===== src/rtl/flash_arbiter.sv =====
// Two-requester round-robin arbiter for a fixed-latency flash read port.
// Each grant runs a burst of ISSUE/WAIT pairs, one word per pair, ending in a one-cycle FIN.
module flash_arbiter #(
  parameter int READ_LAT = 12
) (
  input  logic        clk,
  input  logic        n_rst,
  input  logic        req0,
  input  logic        req1,
  input  logic [15:0] addr0,
  input  logic [15:0] addr1,
  input  logic [7:0]  len0,
  input  logic [7:0]  len1,
  input  logic [15:0] flash_data,
  output logic        flash_ready,
  output logic [15:0] flash_addr,
  output logic [15:0] rdata,
  output logic        rvalid0,
  output logic        rvalid1,
  output logic        done0,
  output logic        done1,
  output logic        gnt0,
  output logic        gnt1,
  output logic        busy
);

  typedef enum logic [1:0] {IDLE, ISSUE, WAIT, FIN} state_t;

  state_t      state, nxt;
  logic        owner, last;
  logic [7:0]  cnt, remaining;
  logic [15:0] cur_addr;
  logic        pick_valid, pick, wait_done;
  logic [7:0]  pick_len;

  // Contention goes to whoever was not granted last; a lone request simply wins.
  always_comb begin
    pick_valid = req0 | req1;
    pick       = (req0 & req1) ? ~last : req1;
    pick_len   = pick ? len1 : len0;
    wait_done  = (state == WAIT) && (cnt == 8'(READ_LAT - 1));
  end

  always_ff @(posedge clk) begin
    if (!n_rst) state <= IDLE;
    else        state <= nxt;
  end

  always_comb begin
    nxt = state;
    case (state)
      IDLE:  if (pick_valid) nxt = (pick_len == 8'd0) ? FIN : ISSUE;
      ISSUE: nxt = WAIT;
      WAIT:  if (wait_done) nxt = (remaining == 8'd1) ? FIN : ISSUE;
      FIN:   nxt = IDLE;
      default: nxt = IDLE;
    endcase
  end

  always_ff @(posedge clk) begin
    if (!n_rst) begin
      owner     <= 1'b0;
      last      <= 1'b1;
      cnt       <= '0;
      remaining <= '0;
      cur_addr  <= '0;
      rdata     <= '0;
      rvalid0   <= 1'b0;
      rvalid1   <= 1'b0;
    end else begin
      rvalid0 <= wait_done & ~owner;
      rvalid1 <= wait_done & owner;
      case (state)
        IDLE: if (pick_valid) begin
          owner     <= pick;
          last      <= pick;
          cur_addr  <= pick ? addr1 : addr0;
          remaining <= pick_len;
        end
        ISSUE: cnt <= '0;
        WAIT: begin
          cnt <= cnt + 8'd1;
          if (wait_done) begin
            rdata     <= flash_data;
            remaining <= remaining - 8'd1;
            cur_addr  <= cur_addr + 16'd1;
          end
        end
        default: ;
      endcase
    end
  end

  always_comb begin
    flash_ready = (state == ISSUE);
    flash_addr  = cur_addr;
    busy        = (state != IDLE);
    gnt0        = busy & ~owner;
    gnt1        = busy & owner;
    done0       = (state == FIN) & ~owner;
    done1       = (state == FIN) & owner;
  end

endmodule


===== config.mk =====
export PLATFORM = sky130hd
export DESIGN_NAME = flash_arbiter
export DESIGN_NICKNAME = d
export VERILOG_FILES = /design/src/rtl/flash_arbiter.sv
export SDC_FILE = /design/constraint.sdc
export NUM_CORES = 1
export LEC_CHECK = 0
export ABC_AREA = 1
export BUFFER_PORTS_ARGS = -buffer_cell sky130_fd_sc_hd__buf_4
export CAP_MARGIN = 20
export CORE_MARGIN = 4
export CORE_UTILIZATION = 29
export CTS_BUF_LIST = sky130_fd_sc_hd__clkbuf_2
export DETAILED_ROUTE_END_ITERATION = 12
export GPL_TIMING_DRIVEN = 1
export PLACE_DENSITY_LB_ADDON = 0.08
export SETUP_SLACK_MARGIN = 0.2
export SYNTH_ARGS = -nofsm -noshare
export SYNTH_HDL_FRONTEND = slang
export SYNTH_SLANG_ARGS = --single-unit

===== constraint.sdc =====
create_clock -name clk -period 1.45 [get_ports clk]
set_input_delay 0.0725 -clock clk [delete_from_list [all_inputs] [get_ports clk]]
set_output_delay 0.0725 -clock clk [all_outputs]
set_load 0.01 [all_outputs]

==> impl_metrics.py <==
metrics = {
    "status": {
        "outcome": "finished, violations left",
        "violations": "negative setup slack",
    },
    "place": {
        "dp_hpwl_um": 8040,
        "place_ws_ns": -0.0609,
        "place.gp.congestion": 0.812,
        "port_buffers": 107,
    },
    "die": {
        "die_w_um": 115,
        "die_y_um": 115,
        "rows": 38,
        "initial_core_util_pct": 30.2,
        "die_area_um2": 13300,
        "pin_count": 108,
        "core_area_um2": 11100,
    },
    "synth": {
        "yosysTopAreaCell": "dfxtp_1",
        "ys_types": 30,
        "yosysWarnings": 0,
        "yosys_register_bits": 54,
        "syn-cell-area_um2": 3340,
        "seq_area_frac_synth_pct": 32.3,
        "yosysTopAreaCellShare_pct": 32.3,
        "synth_area_leaders": "dfxtp_1 32%, nand2_1 15%, nor2_1 14%",
        "syn_nets": 627,
        "synth_cells": 551,
        "synth.avg_cell_area_um2": 6.07,
    },
    "global_routing": {
        "grt-ovfl-total": 0,
        "grt_pass1_wl_um": 19000,
        "first_global_vias": 3971,
        "grt_max_degree": 34,
        "antenna_found_initial": 0,
        "track_usage_pct": 17.5,
    },
    "worst_setup_path": {
        "cp_num_cells": 9,
        "start_kind": "flop",
        "end_kind": "flop",
        "cpPeakStageDelay_ns": 0.43,
        "crit_end": "flash_addr[13]",
        "cp_top_family": "flip-flops",
        "rr_startpoint": "state[1]",
        "critPathBufInv": 3,
        "crit_path_frequent_cell": "nand2_1",
        "reg2reg_depth": 9,
        "worstSetupStartpoint": "state[1]",
        "required_ns": 1.86,
        "cp_data_arrival_time_ns": 1.92,
        "critPathSlowestCell": "dfxtp_4",
        "r2r_slack_ns": -0.06,
        "worstSetupPathType": "flop to flop",
        "worstPathCellList": "buf_6, ha_4, nor2_4, inv_2, nand3_4, clkbuf_16, nand2_1, nand2_1, nor2_1",
        "cp_max_fo": 13,
        "r2r-end": "flash_addr[13]",
    },
    "drt": {
        "drc": 0,
        "dr.first_iter.drc_count": 134,
        "vias_per_cell": 4.60,
        "route.vias.total": 4056,
        "wl_per_cell_um": 13.6,
        "postRouteAntennaNets": 0,
        "wirelength_um": 11900,
        "dr.pass1.iters": 4,
    },
    "sta": {
        "tightest_slew_ns": 0.455,
        "fin_crit_ns": 1.51,
        "rsz0062_at_grt": "true",
        "timing.hold.ws_ns": 0.0176,
        "clock_skew_ns": 0.0178,
        "period_share_pct": 104,
        "hold_viol": 0,
        "drv_slew": 0,
        "finalSetupViolCount": 26,
        "slew_headroom_pct": 69.6,
        "layout_setup_ws_ns": -0.0598,
        "timing.fmax_mhz": 662,
    },
    "clock_network": {
        "cts_made_buffers": 5,
        "clk_pin_slew_ns": 0.31,
        "clk_latency_ns": 0.46,
        "htreeDepth": 2,
        "cts_sinks": 54,
        "cts_root_buf": "clkbuf_2",
        "clockBufferDepth": 2,
        "cts_tree": "built",
    },
    "layout": {
        "drive_gt1_share_pct": 39.8,
        "syn2layout_area_growth_pct": 72.2,
        "final_common_cell": "buf_4",
        "most-common-layout-cells": "140 x buf_4, 115 x nand2_1, 95 x nor2_1",
        "antenna_cells": 0,
        "fillers": 1127,
        "nets": 816,
    },
    "power": {
        "power.density_nw_per_um2": 1520,
        "vdd_ir_drop_max_mv": 0.656,
        "sw_frac_of_total_pct": 45.6,
        "seqPwrFrac_pct": 26.0,
        "clock_power_share_pct": 7.7,
        "combPwrFrac_pct": 66.4,
        "leakage_uw": 0.00262,
        "p_int_uw": 4760,
        "p_switching_uw": 3990,
    },
    "hold_path": {
        "worstHoldStart": "addr0[12]",
        "hold_class": "primary input to flop",
    },
    "job": {
        "maxCapViolCount": 0,
    },
}
[power groups by stage]
stage | combinational, uW | sequential, uW | clock [uW]
floorplan | 2840 | 2270 | 0
global placement | 4430 | 2260 | 0
detailed placement | 4470 | 2260 | 0
CTS | 5150 | 2240 | 697
global route | 6480 | 2330 | 753
finish | 5810 | 2270 | 671
[sequential cells by signal, indices dropped and copies added, names as in the netlist]
signal	count
last	1
rvalid1	1
owner	1
cnt	8
rdata	16
state	2
flash_addr	16
remaining	8
rvalid0	1
[cell families after synthesis]
logic type	synth area share [%]
AND/OR/NAND/NOR	39.2
buffers and inverters	10.7
flip-flops	32.3
XOR/XNOR	0.262
AO/OA/AOI/OAI	14.4
adder cells (fa/ha/maj)	2.99
[stage by stage]
stage	instances	utilization (%)	total power (uW)	cell area (um2)	setup TNS, ns
final	881	52.0	8750	5760	-0.568
after CTS	875	49.4	8090	5470	-0.601
after global routing	881	52.0	9570	5760	-3.92
after detailed placement	817	41.6	6730	4610	-0.899
after floorplan	551	-	5100	3440	0
after global placement	817	41.6	6690	4610	-0.571
[worst min-delay path by stage]
stage / endpoint / slack [ns] / cells past startpoint
6_report: flash_addr[12] / 0.02 / 7
5_1_grt: remaining[6] / 0.02 / 5
3_3_place_gp: rdata[3] / 0.32 / 3
3_5_place_dp: rdata[4] / 0.33 / 3
4_1_cts: state[1] / 0.003 / 6
2_1_floorplan: rdata[10] / 0.24 / 2
[synthesized netlist by cell type]
master / n
a21oi_1: 27
a21oi_2: 2
a31oi_1: 1
buf_1: 1
buf_2: 11
buf_4: 1
buf_6: 4
clkbuf_1: 5
dfxtp_1: 54
ha_1: 8
inv_1: 59
inv_2: 2
nand2_1: 134
nand2_2: 4
nand3_1: 30
nand3_2: 2
nand3b_1: 5
nand4_1: 7
nor2_1: 125
nor2_2: 1
nor2_4: 1
nor3_1: 5
nor3_2: 2
o211ai_1: 3
o21ai_0: 50
o21ai_2: 1
o21ai_4: 1
o21bai_1: 1
o22ai_1: 3
xor2_1: 1
[per-layer routing]
layer	wire (um)	vias up	part of all wire (%)	GRT usage, %
met5	0	-	0	0
met4	33	0	0.28	2.66
met3	557	2	4.7	2.95
met2	6130	87	51	31.6
met1	5220	1840	44	22.2
li1	-	2127	-	-
[repair_timing]
action                                  CTS  global route
pin swaps                                48            18
setup buffers                            11             4
endpoints found under the setup margin   60            70
gates resized for setup                 107            63
hold endpoints to repair                 31             0
gates cloned                              3             2
hold buffers                             36             0
[layout make-up]
type                    instances  area [um2]  share of cell area, %
repair buffers                200        1750                   30.4
flip-flops and latches         54        1100                   19.2
clock buffers                   5        25.0                  0.435
well taps                     140         175                   3.04
inverters                      61         251                   4.37
multi-input cells             417        2410                   41.9
clock inverters                 3        21.3                  0.369
repair inverters                1        16.3                  0.282
[worst register-to-register path: stages (launching register included)]
cell	delay (ns)
dfxtp_4	0.43
buf_6	0.11
ha_4	0.24
nor2_4	0.05
inv_2	0.08
nand3_4	0.13
clkbuf_16	0.22
nand2_1	0.07
nand2_1	0.04
nor2_1	0.10
Note: power is estimated with default switching activity, not from simulation.
